### config.mk
export PLATFORM = sky130hd
export DESIGN_NAME = prefetch_ar_arbiter
export DESIGN_NICKNAME = d
export VERILOG_FILES = /design/src/rtl/prefetch_arb_pkg.sv /design/src/rtl/prefetch_arb_route_fifo.sv /design/src/rtl/prefetch_ar_arbiter.sv
export SDC_FILE = /design/constraint.sdc
export NUM_CORES = 1
export LEC_CHECK = 0
export CAP_MARGIN = 20
export CORE_AREA = 2 2 115 117
export CTS_BUF_LIST = sky130_fd_sc_hd__clkbuf_4
export CTS_CLUSTER_DIAMETER = 120
export DETAILED_ROUTE_END_ITERATION = 12
export DIE_AREA = 0 0 117 119
export PLACE_DENSITY = 0.61
export SYNTH_ARGS = -nofsm -noshare
export SYNTH_HDL_FRONTEND = slang
export SYNTH_SLANG_ARGS = --single-unit
### constraint.sdc
create_clock -name clk -period 3.95 [get_ports clk]
set_input_delay 0.5925 -clock clk [delete_from_list [all_inputs] [get_ports clk]]
set_output_delay 0.5925 -clock clk [all_outputs]
set_load 0.03 [all_outputs]
### src/rtl/prefetch_arb_pkg.sv
// Shared types and helpers for the prefetch AR arbiter and its routing FIFO.
package prefetch_arb_pkg;

  localparam int NUM_REQ_DEFAULT = 2;

  typedef logic [$clog2(NUM_REQ_DEFAULT)-1:0] reqIdx_t;

  typedef enum logic [0:0] {
    ARB_IDLE    = 1'b0,
    ARB_GRANTED = 1'b1
  } arbState_t;

  // R data width in bits for a block of (1 << log_bytes) bytes.
  function automatic int data_width(input int log_bytes);
    return 8 << log_bytes;
  endfunction

endpackage

### src/rtl/prefetch_arb_route_fifo.sv
// In-order FIFO of requester indices; one entry per outstanding AR burst.
module prefetch_arb_route_fifo
  import prefetch_arb_pkg::*;
#(
  parameter int  LOG_DEPTH = 3,
  parameter type idx_t     = reqIdx_t
) (
  input  logic               clk,
  input  logic               resetN,
  input  logic               push,
  input  logic               pop,
  input  idx_t               din,
  output idx_t               head,
  output logic               empty,
  output logic               full,
  output logic [LOG_DEPTH:0] count
);

  localparam int DEPTH = 1 << LOG_DEPTH;

  idx_t                 mem [DEPTH];
  logic [LOG_DEPTH-1:0] wr_ptr;
  logic [LOG_DEPTH-1:0] rd_ptr;

  always_ff @(posedge clk) begin
    if (!resetN) begin
      wr_ptr <= '0;
      rd_ptr <= '0;
      count  <= '0;
    end else begin
      if (push) wr_ptr <= wr_ptr + 1'b1;
      if (pop)  rd_ptr <= rd_ptr + 1'b1;
      case ({push, pop})
        2'b10:   count <= count + 1'b1;
        2'b01:   count <= count - 1'b1;
        default: count <= count;
      endcase
    end
  end

  // Storage is not reset; the pointers alone define which entries are live.
  always_ff @(posedge clk) begin
    if (push) mem[wr_ptr] <= din;
  end

  assign head  = mem[rd_ptr];
  assign empty = (count == '0);
  assign full  = count[LOG_DEPTH];

endmodule

### src/rtl/prefetch_ar_arbiter.sv
// Round-robin AR arbiter sharing one AXI read port among NUM_REQ masters, with in-order R routing.
// Optional build macro ARB_PRIO_REQ0_EN: requester 0 wins every arbitration it takes part in.
module prefetch_ar_arbiter
  import prefetch_arb_pkg::*;
#(
  parameter int  NUM_REQ              = 2,
  parameter int  ADDR_BITS            = 64,
  parameter int  TID_WIDTH            = 8,
  parameter int  BURST_LEN_WIDTH      = 8,
  parameter int  LOG_BLOCK_DATA_BYTES = 0,
  parameter int  LOG_OUTSTANDING      = 3,
  localparam int DATA_WIDTH           = data_width(LOG_BLOCK_DATA_BYTES)
) (
  input  logic                                      clk,
  input  logic                                      resetN,
  input  logic [NUM_REQ-1:0]                        s_ar_valid,
  output logic [NUM_REQ-1:0]                        s_ar_ready,
  input  logic [NUM_REQ-1:0][ADDR_BITS-1:0]         s_ar_addr,
  input  logic [NUM_REQ-1:0][BURST_LEN_WIDTH-1:0]   s_ar_len,
  input  logic [NUM_REQ-1:0][TID_WIDTH-1:0]         s_ar_id,
  output logic                                      m_ar_valid,
  input  logic                                      m_ar_ready,
  output logic [ADDR_BITS-1:0]                      m_ar_addr,
  output logic [BURST_LEN_WIDTH-1:0]                m_ar_len,
  output logic [TID_WIDTH-1:0]                      m_ar_id,
  input  logic                                      m_r_valid,
  output logic                                      m_r_ready,
  input  logic [DATA_WIDTH-1:0]                     m_r_data,
  input  logic                                      m_r_last,
  input  logic [TID_WIDTH-1:0]                      m_r_id,
  output logic [NUM_REQ-1:0]                        s_r_valid,
  input  logic [NUM_REQ-1:0]                        s_r_ready,
  output logic [DATA_WIDTH-1:0]                     s_r_data,
  output logic                                      s_r_last,
  output logic [TID_WIDTH-1:0]                      s_r_id,
  output logic [LOG_OUTSTANDING:0]                  outstandingCnt,
  output logic                                      errUnexpectedR
);

  localparam int IDX_W = (NUM_REQ > 1) ? $clog2(NUM_REQ) : 1;
  localparam logic [0:0] ST_IDLE    = ARB_IDLE;
  localparam logic [0:0] ST_GRANTED = ARB_GRANTED;

  typedef logic [IDX_W-1:0] req_idx_t;

  logic [0:0] state;
  req_idx_t   grant_idx;
  req_idx_t   rr_ptr;
  req_idx_t   next_idx;
  req_idx_t   rr_cand;
  logic       next_found;
  logic       granted;
  logic       ar_hs;
  logic       r_pop;
  req_idx_t   head_idx;
  logic       fifo_empty;
  logic       fifo_full;

  assign granted = (state == ST_GRANTED);

  // Scan from the farthest candidate down so the nearest valid requester after rr_ptr wins.
  always_comb begin
    next_idx   = rr_ptr;
    next_found = 1'b0;
    rr_cand    = rr_ptr;
    for (int k = NUM_REQ; k >= 1; k--) begin
      rr_cand = req_idx_t'((int'(rr_ptr) + k) % NUM_REQ);
      if (s_ar_valid[rr_cand]) begin
        next_idx   = rr_cand;
        next_found = 1'b1;
      end
    end
`ifdef ARB_PRIO_REQ0_EN
    if (s_ar_valid[0]) begin
      next_idx   = '0;
      next_found = 1'b1;
    end
`endif
  end

  always_ff @(posedge clk) begin
    if (!resetN) begin
      state     <= ST_IDLE;
      grant_idx <= '0;
      rr_ptr    <= '0;
    end else if (state == ST_IDLE) begin
      if (next_found && !fifo_full) begin
        state     <= ST_GRANTED;
        grant_idx <= next_idx;
      end
    end else if (ar_hs) begin
      state <= ST_IDLE;
`ifdef ARB_PRIO_REQ0_EN
      if (grant_idx != '0) rr_ptr <= grant_idx;
`else
      rr_ptr <= grant_idx;
`endif
    end
  end

  // AR path: the held grant steers the selected requester straight to memory.
  assign m_ar_valid = granted & s_ar_valid[grant_idx];
  assign m_ar_addr  = s_ar_addr[grant_idx];
  assign m_ar_len   = s_ar_len[grant_idx];
  assign m_ar_id    = s_ar_id[grant_idx];
  assign ar_hs      = m_ar_valid & m_ar_ready;

  always_comb begin
    s_ar_ready = '0;
    if (granted) s_ar_ready[grant_idx] = m_ar_ready;
  end

  prefetch_arb_route_fifo #(
    .LOG_DEPTH (LOG_OUTSTANDING),
    .idx_t     (req_idx_t)
  ) u_route_fifo (
    .clk    (clk),
    .resetN (resetN),
    .push   (ar_hs),
    .pop    (r_pop),
    .din    (grant_idx),
    .head   (head_idx),
    .empty  (fifo_empty),
    .full   (fifo_full),
    .count  (outstandingCnt)
  );

  // R path: only the requester at the FIFO head sees valid and may apply backpressure.
  assign m_r_ready = !fifo_empty & s_r_ready[head_idx];
  assign r_pop     = m_r_valid & m_r_ready & m_r_last;
  assign s_r_data  = m_r_data;
  assign s_r_last  = m_r_last;
  assign s_r_id    = m_r_id;

  always_comb begin
    s_r_valid = '0;
    if (!fifo_empty) s_r_valid[head_idx] = m_r_valid;
  end

  always_ff @(posedge clk) begin
    if (!resetN)                      errUnexpectedR <= 1'b0;
    else if (m_r_valid && fifo_empty) errUnexpectedR <= 1'b1;
  end

endmodule

==> impl_metrics.yaml <==
setup_path:
  cp_top_family: "buffers and inverters"
  rr_endpoint: "u_route_fifo.count[2]$_SDFFE_PN0P_"
  crit_path_cell_trace: "buf_4 -> mux2_2 -> clkdlybuf4s50_1"
  r2r_cells: 11
  slowest_stage: "dfxtp_4"
  critPathArrivalTime_ns: 2.59
  cp-start-kind: "flop"
  required_ns: 3.36
  regToRegSetupSlack_ns: 0.82
  slowest_delay_ns: 0.76
  crit_path_end_kind: "output pin"
  worstPathMaxFanout: 48
  crit_buf_inv: 2
  crit_type: "flop to output pin"
layout:
  nFillCells: 1312
  seq_area_sq_um: 584
  drive_gt1_share_pct: 19.8
  layout.cells.non_filler: 637
  multi_input_area_sq_mm: 0.00151
  area_delta_synth_final_pct: 119
  final_nets: 651
pwr:
  power.density_mw_per_mm2: 214
  leakage_nw: 1.77
  peakVddDrop_uv: 86.7
logic_synthesis:
  ys_ff_latch: 25
  netlist_area_sq_mm: 0.00227
  synth.avg_cell_area_sq_um: 10.2
  yosysUniqueCellTypes: 34
  synth_fp_nets: 412
  syn-instance-count: 222
  ys_seq_area_share_pct: 25.6
  ys_warn_count: 0
floorplan:
  die-width_um: 117
  die_area_sq_mm: 0.0139
  core_area_sq_mm: 0.0129
  rows: 42
  start_util_pct: 17.6
  pin_count: 293
  fp.dieH_um: 119
cts:
  cts_buffer_depth: 2
  hold_buffers: 0
  cts_buffers: 3
  cts_htree_levels: 1
  clk_pin_slew_ns: 0.14
  clk_latency_ns: 0.31
  ctsResizeCount: 0
  cts_tree: "built"
  ctsRootBufferMaster: "clkbuf_4"
  clock_sinks: 25
  postCtsSetupBuffers: 0
worst_hold_path:
  hp-class: "flop to flop"
  hold_depth: 2
  hp-start: "rr_ptr$_SDFFE_PN0P_"
  hold_end: "rr_ptr$_SDFFE_PN0P_"
detailed_routing:
  vias_per_cell: 4.03
  detail_route.wl_per_cell_um: 17.6
  via_count: 2567
  wl_um: 11200
  drt_iter0_markers: 69
  antenna_left: 0
  drtPass1Iterations: 4
  drc: 0
global_routing:
  grt_overflow: 0
  gr-usage-all-layers_pct: 15.6
  grt_first_pass_wirelength_um: 16300
  grt_max_degree: 49
  grt_pass1_vias: 2744
  antenna_found_initial: 1
sta:
  final-max-slew-violation-count: 0
  tightestPinTransition_ns: 0.612
  setup_violations: 0
  fin_worst_skew_ns: 0.00155
  fin_crit_sh_pct: 80.6
  max_freq_ghz: 0.314
  hold_violations: 0
  rsz0062_at_grt: "no"
  min_period_ns: 3.18
  maxSlewHeadroom_pct: 59.2
  tns_ns: 0
place:
  dp_hpwl_um: 9600
  portBuffers: 260
  placed_cells_incl_taps: 632
  gp_congestion: 0.861
flow_run:
  drv_cap: 0
status:
  status: "finished, final reports clean"
-- cells in the mapped netlist --
master / number / area [sq um]
a21boi_0: 4 / 30.0
a21o_1: 1 / 7.51
a21oi_1: 3 / 15.0
a22oi_1: 1 / 7.51
a31oi_1: 1 / 6.26
a32oi_1: 1 / 8.76
and2_1: 2 / 12.5
and3_1: 1 / 6.26
buf_1: 2 / 7.51
buf_4: 18 / 135
clkbuf_1: 8 / 30.0
dfxtp_1: 17 / 340
edfxtp_1: 8 / 240
ha_1: 5 / 62.6
inv_1: 1 / 3.75
mux2_2: 80 / 901
mux2_4: 1 / 15.0
mux2i_1: 7 / 70.1
mux2i_4: 1 / 22.5
mux4_1: 2 / 52.6
nand2_1: 18 / 67.6
nand2b_1: 5 / 31.3
nand3b_1: 1 / 7.51
nor2_1: 11 / 41.3
nor2_2: 1 / 6.26
nor2b_1: 8 / 50.1
nor3_1: 4 / 20.0
nor3b_1: 1 / 7.51
nor4_1: 1 / 6.26
o21ai_0: 1 / 5.00
or2_2: 1 / 6.26
or3_1: 2 / 12.5
xnor2_1: 1 / 8.76
xor2_1: 3 / 26.3
-- cell families (layout without fill, tap and decap cells) --
| logic type | after synthesis | in the layout | synth area share, % |
|---|---|---|---|
| compound gates | 12 | 12 | 3.53 |
| xor+xnor | 4 | 4 | 1.54 |
| fa+ha+maj | 5 | 5 | 2.75 |
| buf+inv | 29 | 267 | 7.77 |
| flops | 25 | 25 | 25.6 |
| mux | 91 | 91 | 46.7 |
| other cells | 0 | 1 | 0 |
| simple gates | 56 | 56 | 12.1 |
-- layer usage --
metal	share of wire [%]	GRT usage (%)	up-vias
li1	-	-	1262
met1	40	19.0	1173
met2	51	27.2	128
met3	7.8	4.38	4
met4	1.0	3.01	0
met5	0	0	-
-- power breakdown --
| part | switching [W] | internal, W | leakage [nW] |
|---|---|---|---|
| clock | 0.0000777 | 0.0000386 | 0.0140 |
| combinational | 0.000293 | 0.000366 | 1.54 |
| sequential | 0.0000194 | 0.000271 | 0.212 |
| total | 0.000390 | 0.000676 | 1.77 |
-- metrics by stage --
step	instance area [sq um]	utilization, %	setup slack [ns]	hold slack (ns)	total power (W)
3_5_place_dp	4940	38.4	0.800	0.472	0.000956
3_3_place_gp	4940	38.4	0.896	0.458	0.000956
2_1_floorplan	2270	-	1.04	0.444	0.000632
4_1_cts	4970	38.6	0.738	0.492	0.00108
5_1_grt	4970	38.6	0.596	0.527	0.00112
6_report	4970	38.6	0.767	0.484	0.00107
-- final cells by class --
type | count | share of cell area [%]
Antenna cell | 1 | 0.0503
Clock buffer | 3 | 0.453
Clock inverter | 1 | 0.151
Inverter | 1 | 0.0755
Multi-Input combinational cell | 168 | 30.4
Sequential cell | 25 | 11.8
Tap cell | 176 | 4.43
Timing Repair Buffer | 262 | 52.6
-- worst max-delay path by stage --
stage / start / to / slack [ns] / cells after the start
5_1_grt: flop / u_route_fifo.count[2]$_SDFFE_PN0P_ / 0.60 / 11
2_1_floorplan: flop / u_route_fifo.count[2]$_SDFFE_PN0P_ / 1.04 / 11
6_report: grant_idx$_SDFFE_PN0P_ / m_ar_id[2] / 0.77 / 3
4_1_cts: grant_idx$_SDFFE_PN0P_ / m_ar_id[2] / 0.74 / 3
3_3_place_gp: s_ar_valid[0] / u_route_fifo.count[2]$_SDFFE_PN0P_ / 0.90 / 11
3_5_place_dp: s_ar_valid[0] / u_route_fifo.count[2]$_SDFFE_PN0P_ / 0.80 / 11
-- worst min-delay path, stage by stage (launching register included) --
cell and delay [ns]:
dfxtp_1 0.33, nand2_1 0.05, a21boi_0 0.07
-- cells in the final DEF, fill, tap and decap left out, types with 2 or more instances in the layout --
cell type	synthesis	layout
ha_1	5	5
nor2b_1	8	8
buf_4	18	2
mux2_2	80	80
edfxtp_1	8	8
and2_1	2	2
mux2i_1	7	7
nand2_1	18	18
nand2b_1	5	5
clkbuf_4	0	3
a21boi_0	4	4
or3_1	2	2
clkdlybuf4s50_1	0	260
mux4_1	2	2
xor2_1	3	3
nor2_1	11	11
a21oi_1	3	3
dfxtp_1	17	16
nor3_1	4	4
No activity file was read; power rests on OpenSTA's default activity.
